[src/rtl/alu_arbiter_if.sv]
// rtl/alu_arbiter_if.sv - request, shared-ALU and response bundle for alu_arbiter
interface alu_arbiter_if #(
    parameter int TAG_W = 4
);
    logic             req0_valid;
    logic             req0_ready;
    logic [31:0]      req0_a;
    logic [31:0]      req0_b;
    logic [3:0]       req0_op;
    logic [TAG_W-1:0] req0_tag;

    logic             req1_valid;
    logic             req1_ready;
    logic [31:0]      req1_a;
    logic [31:0]      req1_b;
    logic [3:0]       req1_op;
    logic [TAG_W-1:0] req1_tag;

    logic [31:0]      alu_a;
    logic [31:0]      alu_b;
    logic [3:0]       alu_op;
    logic [31:0]      alu_result;
    logic             alu_zero;

    logic             rsp_valid;
    logic             rsp_ready;
    logic [31:0]      rsp_result;
    logic             rsp_zero;
    logic             rsp_id;
    logic [TAG_W-1:0] rsp_tag;

    // slave: the arbiter; master: requesters, shared ALU and response consumer
    modport slave (
        input  req0_valid, req0_a, req0_b, req0_op, req0_tag,
        input  req1_valid, req1_a, req1_b, req1_op, req1_tag,
        output req0_ready, req1_ready,
        output alu_a, alu_b, alu_op,
        input  alu_result, alu_zero,
        output rsp_valid, rsp_result, rsp_zero, rsp_id, rsp_tag,
        input  rsp_ready
    );

    modport master (
        output req0_valid, req0_a, req0_b, req0_op, req0_tag,
        output req1_valid, req1_a, req1_b, req1_op, req1_tag,
        input  req0_ready, req1_ready,
        input  alu_a, alu_b, alu_op,
        output alu_result, alu_zero,
        input  rsp_valid, rsp_result, rsp_zero, rsp_id, rsp_tag,
        output rsp_ready
    );
endinterface

[src/rtl/alu_arbiter.sv]
// rtl/alu_arbiter.sv - two-port arbiter sharing one combinational ALU with a registered response stage
module alu_arbiter #(
    parameter int TAG_W      = 4,
    parameter int FIXED_PRIO = 0
) (
    input  logic         clk,
    input  logic         rst_n,
    alu_arbiter_if.slave bus
);
    logic             last_grant;
    logic             gnt_vld;
    logic             gnt;
    logic             can_accept;
    logic             accept;

    logic             rsp_valid_q;
    logic [31:0]      rsp_result_q;
    logic             rsp_zero_q;
    logic             rsp_id_q;
    logic [TAG_W-1:0] rsp_tag_q;

    always_comb begin
        gnt_vld = bus.req0_valid | bus.req1_valid;
        gnt     = 1'b0;
        if (bus.req0_valid && bus.req1_valid) begin
            gnt = (FIXED_PRIO != 0) ? 1'b0 : ~last_grant;
        end else begin
            gnt = bus.req1_valid;
        end
    end

    // Response slot frees up in the same cycle it drains, so no bubble on sustained traffic
    assign can_accept = ~rsp_valid_q | bus.rsp_ready;
    assign accept     = rst_n & gnt_vld & can_accept;

    assign bus.req0_ready = accept & ~gnt;
    assign bus.req1_ready = accept &  gnt;

    // ALU mux follows the grant alone so the result is ready the moment backpressure lifts
    always_comb begin
        bus.alu_a  = 32'd0;
        bus.alu_b  = 32'd0;
        bus.alu_op = 4'b0000;
        if (gnt_vld) begin
            if (gnt) begin
                bus.alu_a  = bus.req1_a;
                bus.alu_b  = bus.req1_b;
                bus.alu_op = bus.req1_op;
            end else begin
                bus.alu_a  = bus.req0_a;
                bus.alu_b  = bus.req0_b;
                bus.alu_op = bus.req0_op;
            end
        end
    end

    always_ff @(posedge clk) begin
        if (!rst_n) begin
            last_grant   <= 1'b1;
            rsp_valid_q  <= 1'b0;
            rsp_result_q <= 32'd0;
            rsp_zero_q   <= 1'b0;
            rsp_id_q     <= 1'b0;
            rsp_tag_q    <= '0;
        end else if (accept) begin
            last_grant   <= gnt;
            rsp_valid_q  <= 1'b1;
            rsp_result_q <= bus.alu_result;
            rsp_zero_q   <= bus.alu_zero;
            rsp_id_q     <= gnt;
            rsp_tag_q    <= gnt ? bus.req1_tag : bus.req0_tag;
        end else if (rsp_valid_q && bus.rsp_ready) begin
            rsp_valid_q  <= 1'b0;
        end
    end

    assign bus.rsp_valid  = rsp_valid_q;
    assign bus.rsp_result = rsp_result_q;
    assign bus.rsp_zero   = rsp_zero_q;
    assign bus.rsp_id     = rsp_id_q;
    assign bus.rsp_tag    = rsp_tag_q;
endmodule

[src/flat_wrapper.sv]
// flat-port wrapper written by rule: the top's interface ports become plain ports
module alu_arbiter_flat 
#(
    parameter int TAG_W      = 4,
    parameter int FIXED_PRIO = 0
)
  (clk, rst_n, bus_req0_valid, bus_req0_a, bus_req0_b, bus_req0_op, bus_req0_tag, bus_req1_valid, bus_req1_a, bus_req1_b, bus_req1_op, bus_req1_tag, bus_req0_ready, bus_req1_ready, bus_alu_a, bus_alu_b, bus_alu_op, bus_alu_result, bus_alu_zero, bus_rsp_valid, bus_rsp_result, bus_rsp_zero, bus_rsp_id, bus_rsp_tag, bus_rsp_ready);
  alu_arbiter_if #(.TAG_W(TAG_W)) bus_i ();
  input  logic clk;
  input  logic rst_n;
  input wire logic [$bits(bus_i.req0_valid)-1:0] bus_req0_valid;
  input wire logic [$bits(bus_i.req0_a)-1:0] bus_req0_a;
  input wire logic [$bits(bus_i.req0_b)-1:0] bus_req0_b;
  input wire logic [$bits(bus_i.req0_op)-1:0] bus_req0_op;
  input wire logic [$bits(bus_i.req0_tag)-1:0] bus_req0_tag;
  input wire logic [$bits(bus_i.req1_valid)-1:0] bus_req1_valid;
  input wire logic [$bits(bus_i.req1_a)-1:0] bus_req1_a;
  input wire logic [$bits(bus_i.req1_b)-1:0] bus_req1_b;
  input wire logic [$bits(bus_i.req1_op)-1:0] bus_req1_op;
  input wire logic [$bits(bus_i.req1_tag)-1:0] bus_req1_tag;
  output wire logic [$bits(bus_i.req0_ready)-1:0] bus_req0_ready;
  output wire logic [$bits(bus_i.req1_ready)-1:0] bus_req1_ready;
  output wire logic [$bits(bus_i.alu_a)-1:0] bus_alu_a;
  output wire logic [$bits(bus_i.alu_b)-1:0] bus_alu_b;
  output wire logic [$bits(bus_i.alu_op)-1:0] bus_alu_op;
  input wire logic [$bits(bus_i.alu_result)-1:0] bus_alu_result;
  input wire logic [$bits(bus_i.alu_zero)-1:0] bus_alu_zero;
  output wire logic [$bits(bus_i.rsp_valid)-1:0] bus_rsp_valid;
  output wire logic [$bits(bus_i.rsp_result)-1:0] bus_rsp_result;
  output wire logic [$bits(bus_i.rsp_zero)-1:0] bus_rsp_zero;
  output wire logic [$bits(bus_i.rsp_id)-1:0] bus_rsp_id;
  output wire logic [$bits(bus_i.rsp_tag)-1:0] bus_rsp_tag;
  input wire logic [$bits(bus_i.rsp_ready)-1:0] bus_rsp_ready;
  assign bus_i.req0_valid = bus_req0_valid;
  assign bus_i.req0_a = bus_req0_a;
  assign bus_i.req0_b = bus_req0_b;
  assign bus_i.req0_op = bus_req0_op;
  assign bus_i.req0_tag = bus_req0_tag;
  assign bus_i.req1_valid = bus_req1_valid;
  assign bus_i.req1_a = bus_req1_a;
  assign bus_i.req1_b = bus_req1_b;
  assign bus_i.req1_op = bus_req1_op;
  assign bus_i.req1_tag = bus_req1_tag;
  assign bus_req0_ready = bus_i.req0_ready;
  assign bus_req1_ready = bus_i.req1_ready;
  assign bus_alu_a = bus_i.alu_a;
  assign bus_alu_b = bus_i.alu_b;
  assign bus_alu_op = bus_i.alu_op;
  assign bus_i.alu_result = bus_alu_result;
  assign bus_i.alu_zero = bus_alu_zero;
  assign bus_rsp_valid = bus_i.rsp_valid;
  assign bus_rsp_result = bus_i.rsp_result;
  assign bus_rsp_zero = bus_i.rsp_zero;
  assign bus_rsp_id = bus_i.rsp_id;
  assign bus_rsp_tag = bus_i.rsp_tag;
  assign bus_i.rsp_ready = bus_rsp_ready;
  alu_arbiter #(.TAG_W(TAG_W), .FIXED_PRIO(FIXED_PRIO)) u_core (.clk(clk), .rst_n(rst_n), .bus(bus_i));
endmodule
[config.mk]
export PLATFORM = sky130hd
export DESIGN_NAME = alu_arbiter_flat
export DESIGN_NICKNAME = d
export VERILOG_FILES = /design/src/rtl/alu_arbiter_if.sv /design/src/rtl/alu_arbiter.sv /design/src/flat_wrapper.sv
export SDC_FILE = /design/constraint.sdc
export NUM_CORES = 1
export LEC_CHECK = 0
export BUFFER_PORTS_ARGS = -buffer_cell sky130_fd_sc_hd__clkbuf_2
export CORE_AREA = 2 2 112 114
export DETAILED_ROUTE_END_ITERATION = 8
export DIE_AREA = 0 0 114 116
export PLACE_DENSITY = 0.56
export SYNTH_ARGS = -nofsm -noshare
export SYNTH_HDL_FRONTEND = slang
export SYNTH_SLANG_ARGS = --single-unit
[constraint.sdc]
create_clock -name clk -period 1.1 [get_ports clk]
set_input_delay 0.11 -clock clk [delete_from_list [all_inputs] [get_ports clk]]
set_output_delay 0.11 -clock clk [all_outputs]
set_load 0.01 [all_outputs]
==> impl_summary.txt <==
----------------------------------------------------
[Route]
  Detailed-route via count ... 3,906
  Drt wl/cell ... 15.1 um
  # DRC ... 0
  Number of vias per cell ... 4.58
  Total Routed Length ... 12.9 mm
  Drt pass-1 iters ... 4
  Remaining antenna violation count after routing ... 0
  Initial detailed-routing violation count ... 135

[Layout]
  Filler cells ... 1,240
  Layout Area Growth over Synthesis ... 95.8%
  Number of nets in the finished design ... 887
  Layout cells sized above 1 ... 56.2%
  Count of non-filler cells in the finished layout ... 853

[Synthesis]
  Synthesized Nets ... 585
  Warning count from the yosys run ... 0
  Total standard cell area after synthesis ... 0.00256 sq mm
  Synth cell count leaders ... sky130_fd_sc_hd__nand2_1, sky130_fd_sc_hd__o21ai_0, sky130_fd_sc_hd__dfxtp_1
  Proportion of synthesized chip area in sequential cells ... 31.3%
  Avg Synthesized Cell Area ... 6.36 sq um
  Proportion of register bits with asynchronous set or reset after synthesis ... 0%
  Unique cell type count in the Yosys netlist ... 23
  Dominant synthesized flop cell ... sky130_fd_sc_hd__dfxtp_1
  Most common cell in the synthesized netlist ... sky130_fd_sc_hd__nand2_1
  Number of register bits inferred by synthesis ... 40
  Number of cells produced by synthesis ... 403
  Post-synth EDFFs ... 0
  Largest area contributor in the netlist ... sky130_fd_sc_hd__dfxtp_1
  Largest cells by area after synthesis ... sky130_fd_sc_hd__dfxtp_1, sky130_fd_sc_hd__nand2_1, sky130_fd_sc_hd__o21ai_0, sky130_fd_sc_hd__o211ai_1, sky130_fd_sc_hd__inv_1
  Portion of synthesized cell area occupied by the leading cell type ... 31.3%

[Floorplan]
  Die X ... 114 um
  Die extent in y ... 116 um
  Cell Rows ... 40
  Die Area ... 0.0132 sq mm
  Core box area ... 0.0119 sq mm
  Initial core utilization ... 21.5%
  Boundary pin count ... 291

[STA]
  Total setup violations reported at the end of the flow ... 97
  Number of endpoints with negative hold slack in the final report ... 0
  Min Clock Period, post-route ... 1.58 ns
  Share of the cycle needed by the critical path after routing ... 144%
  Worst hold slack across all endpoints ... 0.0448 ns
  Max Fclk ... 631 MHz
  Final worst-path setup slack ... -0.485 ns
  Unrepaired setup endpoints after global routing ... yes
  Sum Neg Setup Slack ... -30.18 ns
  Worst slew slack as a fraction of its limit ... 80.8%
  Measured slew at the worst slew-check pin ... 0.288 ns
  Final Slew Violations ... 0
  Setup Skew ... 0.00296 ns

[Power and ir drop]
  Total power ... 4950 uW
  Clk pwr share ... 28.4%
  Cell Int Power ... 3330 uW
  Switching Fraction ... 32.6%
  Switching power of the nets ... 1620 uW
  Leakage power figure ... 0.00274 uW
  Combinational share of power ... 38.7%
  Peak VDD IR ... 530 uV
  Portion of total power attributed to sequential cells ... 32.9%
  Total power per unit cell area ... 987 mW/mm^2

[Global route]
  GR Overflow Total ... 0
  Largest net degree at the start of global routing ... 44
  Via count of the first global-routing pass ... 3,404
  Global Route Usage Sum ... 16.3%
  Initial antenna violation count ... 2
  First-pass GRT wire length ... 17.0 mm

[Setup path]
  Worst setup startpoint ... u_core.last_grant
  Reg-to-Reg Start ... u_core.last_grant
  CP startpoint kind ... flop
  CP required ... 0.99 ns
  Worst endpoint data arrival time ... 1.47 ns
  Critical Path Sink Type ... output pin
  Setup Crit Path Kind ... flop to output pin
  CP cell instances ... a21boi_4 > buf_6 > buf_6 > buf_12 > nand2_4 > o21ai_2 > buf_2
  Dominant cell type by count on the critical path ... sky130_fd_sc_hd__buf_6
  CP max-delay cell ... sky130_fd_sc_hd__dfxtp_2
  Largest stage delay, worst path ... 0.33 ns
  Worst-path fanout max ... 8

[Worst hold path]
  Worst hold path class ... input port to flop
  Hold wc startpoint ... bus_alu_result[6]

[Run]
  Max-capacitance violation count ... 0

[Run status]
  Run status ... complete, but fails checks
  Violations in the final reports ... setup timing

[Placement]
  Routability Congestion ... 0.701
  IO Port Bufs ... 290
  Inst Count DP ... 828
  Post-detailed-placement half-perimeter wirelength ... 10.0 mm
  Place WS ... -0.313 ns

[CTS]
  TritonCTS Buffers ... 5
  Root buffer selected by CTS ... sky130_fd_sc_hd__clkbuf_16
  Clock sinks ... 40
  Number of H-tree levels ... 2
  Clock tree from TritonCTS ... built
  Clock network latency to the later pin of the worst-skew pair ... 0.28 ns
  Clock buffer depth ... 2
  Number of hold-repair buffers added at the cts stage ... 0
  Clock transition at path regs ... 0.06 ns

----------------------------------------------------
==> cell type report <==
type                    count  area [sq um]  share of cell area (%)
clock inverters             2          11.3                   0.225
well taps                 147           184                    3.67
repair buffers            333          2100                    41.8
clock buffers               5           125                    2.50
inverters                  33           124                    2.47
diodes                      1          2.50                  0.0499
flip-flops and latches     40           806                    16.1
multi-input cells         292          1670                    33.2
==> power by group through the flow <==
stage / logic (uW) / registers (uW) / clock network (uW)
finish: 1920 / 1630 / 1410
global placement: 1620 / 1650 / 0
global route: 2080 / 1640 / 1500
floorplan: 734 / 1700 / 0
CTS: 1770 / 1630 / 1450
detailed placement: 1630 / 1660 / 0
==> critical path: cells and delay by family (launching register included) <==
| kind | cells | cell delay (ns) |
|---|---|---|
| AOI/OAI and AO/OA | 2 | 0.25 |
| buffers and inverters | 4 | 0.56 |
| DFF | 1 | 0.33 |
| and+or+nand+nor | 1 | 0.05 |
==> routing by layer <==
layer  wire length [um]  global-route usage (%)  up-vias
met5                  0                       0        -
li1                   -                       -     1963
met1               4780                    18.8     1763
met4                110                    3.01        0
met3               1350                    6.22       12
met2               6650                    29.0      168
==> registers in the layout, summed over array words and instances (netlist names) <==
| signal | cells |
|---|---|
| u_core.bus.rsp_tag | 4 |
| u_core.bus.rsp_valid | 1 |
| u_core.last_grant | 1 |
| u_core.bus.rsp_id | 1 |
| u_core.bus.rsp_result | 32 |
| u_core.bus.rsp_zero | 1 |
==> cell families after synthesis <==
| family | after synthesis | share of synthesized area, % |
|---|---|---|
| simple gates | 148 | 23.5 |
| compound gates | 144 | 32.8 |
| buf+inv | 71 | 12.4 |
| flops | 40 | 31.3 |
==> final timing paths <==
path | to | slack (ns) | depth (start not counted)
worst max-delay path | bus_alu_b[28] | -0.48 | 7
worst min-delay path | u_core.bus.rsp_result[6] | 0.04 | 3
worst max register to register | u_core.bus.rsp_tag[1] | -0.20 | 5
worst min register to register | u_core.bus.rsp_result[6] | 0.50 | 2
==> stage by stage <==
stage	cell area [sq um]	util [%]
after floorplan	2710	-
after global routing	5010	42.1
after CTS	4740	39.8
after detailed placement	4390	36.9
final	5010	42.1
after global placement	4390	36.9
==> placed cells by master, fill, tap and decap left out, types with 2 or more instances in the layout <==
cell | Yosys | layout
sky130_fd_sc_hd__and4_1 | 5 | 4
sky130_fd_sc_hd__nand2b_4 | 0 | 2
sky130_fd_sc_hd__buf_12 | 0 | 8
sky130_fd_sc_hd__o21ai_1 | 12 | 67
sky130_fd_sc_hd__o211ai_1 | 33 | 33
sky130_fd_sc_hd__a221o_1 | 4 | 4
sky130_fd_sc_hd__buf_4 | 1 | 16
sky130_fd_sc_hd__clkbuf_16 | 0 | 9
sky130_fd_sc_hd__o21ai_2 | 0 | 30
sky130_fd_sc_hd__buf_2 | 7 | 51
sky130_fd_sc_hd__buf_6 | 5 | 12
sky130_fd_sc_hd__clkbuf_2 | 1 | 233
sky130_fd_sc_hd__buf_16 | 0 | 2
sky130_fd_sc_hd__dfxtp_1 | 40 | 38
sky130_fd_sc_hd__nand2_1 | 137 | 122
sky130_fd_sc_hd__o21ai_0 | 90 | 4
sky130_fd_sc_hd__nand2_2 | 0 | 10
sky130_fd_sc_hd__nand2_4 | 0 | 5
sky130_fd_sc_hd__inv_1 | 33 | 33
sky130_fd_sc_hd__buf_8 | 0 | 6
==> timing repair <==
| item | 4_1_cts | 5_1_grt |
|---|---|---|
| pin swaps | 8 | 32 |
| gates cloned | 3 | 7 |
| hold endpoints to repair | 0 | 0 |
| endpoints found under the setup margin | 108 | 99 |
| gates resized for setup | 34 | 114 |
| buffers inserted | 6 | 3 |
No activity file was read; power rests on OpenSTA's default activity.
